--- config.mk ---
export PLATFORM = sky130hd
export DESIGN_NAME = ball_square_object
export DESIGN_NICKNAME = d
export VERILOG_FILES = /design/src/rtl/ball_square_object.sv
export SDC_FILE = /design/constraint.sdc
export NUM_CORES = 1
export LEC_CHECK = 0
export CAP_MARGIN = 20
export CORE_MARGIN = 4
export CORE_UTILIZATION = 60
export CTS_CLUSTER_DIAMETER = 50
export DETAILED_ROUTE_END_ITERATION = 16
export PLACE_DENSITY_LB_ADDON = 0.15
export RECOVER_POWER = 25
export SYNTH_ARGS = -nofsm -noshare
export SYNTH_HDL_FRONTEND = slang
export SYNTH_SLANG_ARGS = --single-unit
--- constraint.sdc ---
create_clock -name clk -period 6.7 [get_ports clk]
set_input_delay 0.67 -clock clk [delete_from_list [all_inputs] [get_ports clk]]
set_output_delay 0.67 -clock clk [all_outputs]
set_load 0.02 [all_outputs]
--- src/rtl/ball_square_object.sv ---
`default_nettype none
// ============================================================================
//  Module      : ball_square_object
//  Description : Owns one ball's screen position and per-frame motion
//                (horizontal drift, gravity, floor bounce, wall/ceiling
//                reflection), and tests every scan pixel against the ball's
//                bounding box. It drives the registered offset/inside triple
//                that feeds the ball bitmap stage.
//  Ports       : clk, reset (async, active-high)
//                pixelX/pixelY    - current scan position
//                startOfFrame     - one pulse per frame, advances motion
//                launch / hit     - (re)spawn / pop the ball
//                offsetX/offsetY  - pixel offset inside the box (registered)
//                InsideRectangle  - pixel inside box and ball active (registered)
//                ballActive       - ball currently shown
//  Revision    : 1.0 - initial release
// ============================================================================
module ball_square_object #(
    parameter int OBJECT_WIDTH_X  = 32,
    parameter int OBJECT_HEIGHT_Y = 32,
    parameter int INIT_X          = 100,
    parameter int INIT_Y          = 100,
    parameter int INIT_VX         = 2,
    parameter int GRAVITY         = 1,
    parameter int GRAVITY_DIV     = 2,
    parameter int BOUNCE_VY       = 10,
    parameter int LEFT_X          = 0,
    parameter int RIGHT_X         = 640,
    parameter int TOP_Y           = 0,
    parameter int FLOOR_Y         = 480
) (
    input  logic        clk,
    input  logic        reset,
    input  logic [10:0] pixelX,
    input  logic [10:0] pixelY,
    input  logic        startOfFrame,
    input  logic        launch,
    input  logic        hit,
    output logic [10:0] offsetX,
    output logic [10:0] offsetY,
    output logic        InsideRectangle,
    output logic        ballActive
);

    localparam int GCW = (GRAVITY_DIV > 1) ? $clog2(GRAVITY_DIV) : 1;

    // 12-bit signed working constants for the motion arithmetic
    localparam logic signed [11:0] C_W        = 12'(OBJECT_WIDTH_X);
    localparam logic signed [11:0] C_H        = 12'(OBJECT_HEIGHT_Y);
    localparam logic signed [11:0] C_LEFT     = 12'(LEFT_X);
    localparam logic signed [11:0] C_RIGHT    = 12'(RIGHT_X);
    localparam logic signed [11:0] C_TOP      = 12'(TOP_Y);
    localparam logic signed [11:0] C_FLOOR    = 12'(FLOOR_Y);
    localparam logic signed [11:0] C_RIGHT_TX = C_RIGHT - C_W;
    localparam logic signed [11:0] C_FLOOR_TY = C_FLOOR - C_H;
    localparam logic        [10:0] C_INIT_X   = 11'(INIT_X);
    localparam logic        [10:0] C_INIT_Y   = 11'(INIT_Y);
    localparam logic signed [7:0]  C_INIT_VX  = 8'(INIT_VX);
    localparam logic signed [7:0]  C_BOUNCE   = 8'(-BOUNCE_VY);
    localparam logic signed [8:0]  C_GRAV     = 9'(GRAVITY);
    localparam logic signed [8:0]  C_VY_MAX   = 9'sd127;
    localparam logic [GCW-1:0]     C_GCNT_TOP = GCW'(GRAVITY_DIV - 1);
    localparam logic [11:0]        C_W_U      = 12'(OBJECT_WIDTH_X);
    localparam logic [11:0]        C_H_U      = 12'(OBJECT_HEIGHT_Y);

    typedef enum logic [0:0] {
        ST_IDLE   = 1'b0,
        ST_ACTIVE = 1'b1
    } state_t;

    state_t             state_q, state_d;
    logic [10:0]        top_x_q, top_x_d;
    logic [10:0]        top_y_q, top_y_d;
    logic signed [7:0]  vx_q, vx_d;
    logic signed [7:0]  vy_q, vy_d;
    logic [GCW-1:0]     grav_cnt_q, grav_cnt_d;

    logic [10:0]        offset_x_q, offset_y_q;
    logic               inside_q;

    // Motion intermediates
    logic signed [11:0] nx, ny;
    logic signed [7:0]  vy_base;
    logic signed [8:0]  vy_sum;
    logic               floor_hit;
    logic               grav_wrap;

    // Rectangle-test intermediates
    logic [11:0]        px_u, py_u, tx_u, ty_u;
    logic               inside_d;

    // ------------------------------------------------------------------
    // Next-state: FSM plus motion update
    // ------------------------------------------------------------------
    always_comb begin
        state_d    = state_q;
        top_x_d    = top_x_q;
        top_y_d    = top_y_q;
        vx_d       = vx_q;
        vy_d       = vy_q;
        grav_cnt_d = grav_cnt_q;

        nx        = $signed({1'b0, top_x_q}) + $signed({{4{vx_q[7]}}, vx_q});
        ny        = $signed({1'b0, top_y_q}) + $signed({{4{vy_q[7]}}, vy_q});
        floor_hit = (ny + C_H) >= C_FLOOR;
        grav_wrap = (grav_cnt_q == C_GCNT_TOP);
        vy_base   = vy_q;
        vy_sum    = '0;

        // hit has priority over launch; launch respawns in either state
        if (hit) begin
            state_d = ST_IDLE;
        end else if (launch) begin
            state_d    = ST_ACTIVE;
            top_x_d    = C_INIT_X;
            top_y_d    = C_INIT_Y;
            vx_d       = C_INIT_VX;
            vy_d       = '0;
            grav_cnt_d = '0;
        end else if (startOfFrame && (state_q == ST_ACTIVE)) begin
            // Horizontal: clamp to the wall and reflect
            if (nx < C_LEFT) begin
                top_x_d = C_LEFT[10:0];
                vx_d    = -vx_q;
            end else if ((nx + C_W) > C_RIGHT) begin
                top_x_d = C_RIGHT_TX[10:0];
                vx_d    = -vx_q;
            end else begin
                top_x_d = nx[10:0];
            end

            // Vertical: floor beats ceiling beats free flight
            if (floor_hit) begin
                top_y_d = C_FLOOR_TY[10:0];
            end else if (ny < C_TOP) begin
                top_y_d = C_TOP[10:0];
                vy_base = '0;
            end else begin
                top_y_d = ny[10:0];
            end

            grav_cnt_d = grav_wrap ? '0 : grav_cnt_q + 1'b1;

            // A bounce frame takes the fixed rebound speed with no gravity
            vy_sum = $signed({vy_base[7], vy_base}) + C_GRAV;
            if (floor_hit) begin
                vy_d = C_BOUNCE;
            end else if (grav_wrap) begin
                vy_d = (vy_sum > C_VY_MAX) ? 8'sd127 : vy_sum[7:0];
            end else begin
                vy_d = vy_base;
            end
        end
    end

    // ------------------------------------------------------------------
    // Rectangle test against the position held in the registers now
    // (a startOfFrame cycle therefore sees the pre-update position)
    // ------------------------------------------------------------------
    always_comb begin
        px_u     = {1'b0, pixelX};
        py_u     = {1'b0, pixelY};
        tx_u     = {1'b0, top_x_q};
        ty_u     = {1'b0, top_y_q};
        inside_d = (state_q == ST_ACTIVE)
                   && (px_u >= tx_u) && (px_u < (tx_u + C_W_U))
                   && (py_u >= ty_u) && (py_u < (ty_u + C_H_U));
    end

    always_ff @(posedge clk or posedge reset) begin
        if (reset) begin
            state_q    <= ST_IDLE;
            top_x_q    <= C_INIT_X;
            top_y_q    <= C_INIT_Y;
            vx_q       <= C_INIT_VX;
            vy_q       <= '0;
            grav_cnt_q <= '0;
            offset_x_q <= '0;
            offset_y_q <= '0;
            inside_q   <= 1'b0;
        end else begin
            state_q    <= state_d;
            top_x_q    <= top_x_d;
            top_y_q    <= top_y_d;
            vx_q       <= vx_d;
            vy_q       <= vy_d;
            grav_cnt_q <= grav_cnt_d;
            inside_q   <= inside_d;
            offset_x_q <= inside_d ? (pixelX - top_x_q) : 11'd0;
            offset_y_q <= inside_d ? (pixelY - top_y_q) : 11'd0;
        end
    end

    assign offsetX         = offset_x_q;
    assign offsetY         = offset_y_q;
    assign InsideRectangle = inside_q;
    assign ballActive      = (state_q == ST_ACTIVE);

endmodule
`default_nettype wire

Word-level counts from Yosys, hierarchy flattened --
Cells that the tools add are included.
Storage, ports and cells: register bits 63, output and inout bits 24
Cells by class: reduce and logical (&&, ||, !) cells 10, magnitude comparators 9, add/subtract/negate cells 11, bitwise logic cells 1, muxes and demuxes 29
Operators with widths (number):
- two-way mux 8 bit | 14
- two-way mux 11 bit | 10
- adder 11 x 6 -> 12 bit (second input constant) | 2
- adder 12 x 7 -> 12 bit (second input constant) | 2
- adder 12 x 8 -> 12 bit | 2
- < comparator 11 x 12 -> 1 bit | 2
- < comparator 12 x 1 -> 1 bit (second input constant) | 2
- >= comparator 11 bit | 2
- subtractor 11 bit | 2
- >= comparator 12 x 10 -> 1 bit (second input constant) | 1
- greater-than comparator 12 x 11 -> 1 bit (second input constant) | 1
- adder 8 x 2 -> 9 bit (second input constant) | 1
- greater-than comparator 9 x 8 -> 1 bit (second input constant) | 1
- negator 8 bit | 1
- logical AND 1 bit | 5
- two-way mux 1 bit | 5
- nonzero test 2 bit | 2
- AND reduction 3 bit | 1
- nonzero test 3 bit | 1
- AND reduction 2 bit | 1
- adder 1 bit (second input constant) | 1
- NOT 1 bit | 1

Depth between registers and ports, before layout --
depth in word-level cells 14, depth in mapped cells 22

Least setup slack after synthesis --
No wires, ideal clock.
path type register to register, start point register vy_q[0], end point register vy_q[1], period minus slack after synthesis 4.199 ns, buffers on the path 1, cell stages (with the launch flop) 22, setup slack 2.501 ns, arrival 4.057 ns, cells stage by stage dfrtp_1 -> ha_1 -> inv_1 -> fa_1 -> nand2b_1 -> a21oi_1 -> nor2b_1 -> xnor2_1 -> ha_1 -> nand3_1 -> o41ai_1 -> buf_2 -> and2_1 -> ha_1 -> nand4bb_1 -> nor3_1 -> o21ai_0 -> nor2_1 -> a31oi_1 -> nor2_1 -> nor4b_1 -> o32ai_1
On the way: longest elaborated chain between the ends 14, elaborated cells on any way between the ends 16
RTL lines:
- start: declaration | line 75 | logic signed [7:0] vy_q, vy_d;
- start signal: assignment | line 186 | vy_q <= vy_d;
- adder 12 x 8 -> 12 bit | line 104 | ny = $signed({1'b0, top_y_q}) + $signed({{4{vy_q[7]}}, vy_q});
- adder 12 x 7 -> 12 bit / < comparator 12 x 1 -> 1 bit (equally long branches) | line 105, 135
- >= comparator 12 x 10 -> 1 bit / two-way mux 8 bit (equally long branches) | line 105, 135
- two-way mux 8 bit | line 133 | if (floor_hit) begin
- two-way mux 8 bit | line 120 | end else if (startOfFrame && (state_q == ST_ACTIVE)) begin
- two-way mux 8 bit | line 113 | end else if (launch) begin
- two-way mux 8 bit | line 111 | if (hit) begin
- adder 8 x 2 -> 9 bit | line 145 | vy_sum = $signed({vy_base[7], vy_base}) + C_GRAV;
- greater-than comparator 9 x 8 -> 1 bit | line 149 | vy_d = (vy_sum > C_VY_MAX) ? 8'sd127 : vy_sum[7:0];
- two-way mux 8 bit | line 149
- two-way mux 8 bit | line 148 | end else if (grav_wrap) begin
- two-way mux 8 bit (*) | line 146 | if (floor_hit) begin
- two-way mux 8 bit (*) | line 120
- two-way mux 8 bit (*) | line 113
Every way passes the cells marked *; elsewhere a longest branch is shown, timed or not. The select of a mux whose other input is x is not followed. A chain may end at the register's enable or synchronous reset.

Final worst setup path --
start point register top_y_q[0], end point register vy_q[1]
On the way: longest elaborated chain between the ends 14, elaborated cells on any way between the ends 16
RTL lines:
- start: declaration | line 73 | logic [10:0] top_y_q, top_y_d;
- start signal: assignment | line 184 | top_y_q <= top_y_d;
- adder 12 x 8 -> 12 bit (*) | line 104
- adder 12 x 7 -> 12 bit / < comparator 12 x 1 -> 1 bit (equally long branches) | line 105, 135
- >= comparator 12 x 10 -> 1 bit / two-way mux 8 bit (equally long branches) | line 105, 135
- two-way mux 8 bit | line 133
- two-way mux 8 bit | line 120
- two-way mux 8 bit | line 113
- two-way mux 8 bit | line 111
- adder 8 x 2 -> 9 bit | line 145
- greater-than comparator 9 x 8 -> 1 bit | line 149
- two-way mux 8 bit | line 149
- two-way mux 8 bit | line 148
- two-way mux 8 bit (*) | line 146
- two-way mux 8 bit (*) | line 120
- two-way mux 8 bit (*) | line 113
Marked as above.

==> run summary <==
Clock transition at path regs -> 0.08 ns
initial antenna violation count -> 0
die area -> 0.0103 mm2
commonest cells after routing, fill and taps aside -> ha_1, nor2_1, inv_1
Critical Path Sink Type -> register
fill cell count -> 680
worst vdd ir -> 0.000293 V
io pins -> 51
Hold Path Class -> reg -> reg
most common cell after layout, fill and taps aside -> ha_1
n_diodes -> 0
Peak Freq -> 214 MHz
Async SR Flop Fraction -> 100%
row count -> 33
layout cells sized above 1 -> 5.47%
CP Max Fanout -> 13
core box area -> 0.00834 mm2
Worst EP required -> 6.89 ns
routed via count -> 4826
Crit. Startpoint -> top_y_q[0]
clock root cell -> clkbuf_8
Compound-Gate Fraction of Synth Area -> 22.4%
PostCTS Resize Cnt -> 0
total power -> 3050 uW
Leak -> 0.00269 uW
1st-pass router iterations -> 5
mapped cell area -> 0.00524 mm2
XOR/XNOR Fraction of Synth Area -> 5.52%
Initial DRC Count -> 264
Syn Nets -> 719
global-route wire length before repair -> 21800 um
Critical Path Slowest Stage Cell -> dfrtp_1
Final Hold Fails -> 0
Total GRT Usage -> 26.5%
CTS tree -> yes
Max Slew Vio Count -> 63
proportion of synthesized area in mux cells -> 0.669%
Max-Cap Viols -> 1
met3 Use GR -> 4.89%
post-CTS setup buffer count -> 0
DP HPWL -> 9980 um
GP Congestion -> 0.901
EDFF count, synth -> 0
relative slew slack -> -121%
register area share after synthesis -> 29.8%
grt ovf -> 0
cells along the critical path -> ha_1, inv_1, fa_1, nand2b_1, a21oi_1, nor2b_1, xnor2_1, ha_1, nand3_1, o41ai_1, buf_4, and2_1, ha_1, xnor2_1, nor3_1, o21ai_0, nor2_1, a31oi_1, nor2_1, nor4b_1, o32ai_1
Worst Setup Start Kind -> register
Critical R2R Launch -> top_y_q[0]
Synth Area per Inst -> 8.38 um2
Num Clock Sinks -> 62
DRT Wirelength -> 13000 um
cell mode on critical path -> ha_1
R2R setup slack -> 2.03 ns
Seq cells post-synth -> 62
failing checks -> max-capacitance violations, max-slew violations
hold-fix buffer count after cts -> 0
Clock Skews -> 0.0104 ns
RSZ-0062 raised after global routing -> false
chip height -> 101 um
Global Route met2 Usage -> 43.5%
initial core utilization -> 62.8%
reg2reg end -> vy_q[1]
TNS Setup -> 0 ns
wire per inst -> 16.7 um
ys flop type -> dfrtp_1
post-route ant nets -> 0
latest clock arrival within the worst-skew pair -> 0.35 ns
CP arrival -> 4.86 ns
Nets -> 765
DRC Markers -> 0
status -> finished, violations left
Port Buffers -> 50
area share of and/or/nand/nor cells after synthesis -> 19.6%
H-tree level count -> 3
Longest Clk Path Bufs -> 2
Vias per Instance -> 6.18
library cells used by synthesis -> 67
synthesis-to-layout area growth -> 14.9%
met1 usage -> 35.6%
final setup fails -> 0
crit path kind -> reg -> reg
Cells after Synth -> 625
Reg2Reg Depth -> 21
largest family of logic cells by synthesized area -> compound AO/OA/AOI/OAI gates
min cycle time layout -> 4.67 ns
worst slew pin tran -> 3.32 ns
number of global-route vias before repair -> 4630
Die Wd -> 101 um
CP endpoint -> vy_q[1]
Hold Path Cell Cnt -> 2
yosys warns -> 0
PwrDens -> 506 mW/mm2
worst stage delay on the critical path -> 0.41 ns
GR peak layer -> met2
Final Cycle Share -> 69.8%
TritonCTS buffer count -> 9
Post-Synth Adder-Cell Area -> 16.4%
largest net degree at the start of global routing -> 63
## cell usage after synthesis (6+ instances only)
master | count | area share [%]
a211oi_1 | 6 | 0.86
a21o_1 | 10 | 1.4
a21oi_1 | 46 | 4.4
a31oi_1 | 8 | 0.96
and2_1 | 11 | 1.3
and3_1 | 6 | 0.72
clkbuf_1 | 15 | 1.1
dfrtp_1 | 55 | 26
dfstp_2 | 7 | 3.5
ha_1 | 64 | 15
inv_1 | 58 | 4.2
nand2_1 | 40 | 2.9
nand2b_1 | 11 | 1.3
nand3_1 | 18 | 1.7
nand4_1 | 6 | 0.72
nor2_1 | 59 | 4.2
nor2b_1 | 9 | 1.1
nor3_1 | 25 | 2.4
o21a_1 | 11 | 1.6
o21ai_0 | 34 | 3.2
o22ai_1 | 7 | 0.84
xnor2_1 | 23 | 3.8
xor2_1 | 10 | 1.7
## metrics by stage
step                      area [um2]  hold slack, ns  instances  utilization [%]  worst slack [ns]
after floorplan                 5240           0.467        625                -              2.50
after global placement          5830           0.502        765             69.8              2.24
after detailed placement        5830           0.509        765             69.8              2.15
after CTS                       6020           0.519        781             72.2              2.10
after global routing            6020           0.532        781             72.2              1.73
final                           6020           0.521        781             72.2              2.03
## logic make-up after synthesis
family,after synthesis
AOI/OAI and AO/OA,176
and+or+nand+nor,207
muxes,3
DFF,62
adders and majority gates,67
xor gates and xnor gates,33
buffers and inverters,77
## how the worst min path moves through the flow
stage                 end  startpoint
2_1_floorplan  top_x_q[2]  top_x_q[2]
3_3_place_gp   top_x_q[2]  top_x_q[2]
3_5_place_dp   top_x_q[2]  top_x_q[2]
4_1_cts        top_x_q[2]  top_x_q[2]
5_1_grt        top_x_q[2]  top_x_q[2]
6_report       top_x_q[2]  top_x_q[2]
## state kept, by name, summed over array words and instances, names as in the netlist
| register | count |
|---|---|
| grav_cnt_q | 1 |
| top_y_q | 11 |
| vy_q | 8 |
| offsetY | 11 |
| InsideRectangle | 1 |
| ballActive | 1 |
| vx_q | 7 |
| offsetX | 11 |
| top_x_q | 11 |
## per-layer routing
layer	up-vias	part of all wire, %
li1	2335	-
met1	2284	45
met2	178	47
met3	29	6.6
met4	0	1.9
met5	-	0
## power by group
group	switching, uW	internal (uW)	total (uW)
registers	130	485	615
logic	1240	862	2100
clock network	162	172	334
total	1530	1520	3050
## critical path, delay by kind of cell (launching register included)
family	cells	cell delay (ns)
buf+inv	2	0.31
flops	1	0.41
xor+xnor	2	0.47
simple gates	8	1.09
fa+ha+maj	4	1.13
compound gates	5	1.13
## final cells by class
class	instances	area (um2)	share of cell area [%]
clock buffers	9	124	2.06
clock inverters	7	75.1	1.25
well taps	105	131	2.18
flip-flops and latches	62	1560	25.9
repair buffers	53	519	8.62
inverters	59	221	3.68
multi-input cells	486	3390	56.3
Note: power is estimated with default switching activity, not from simulation.
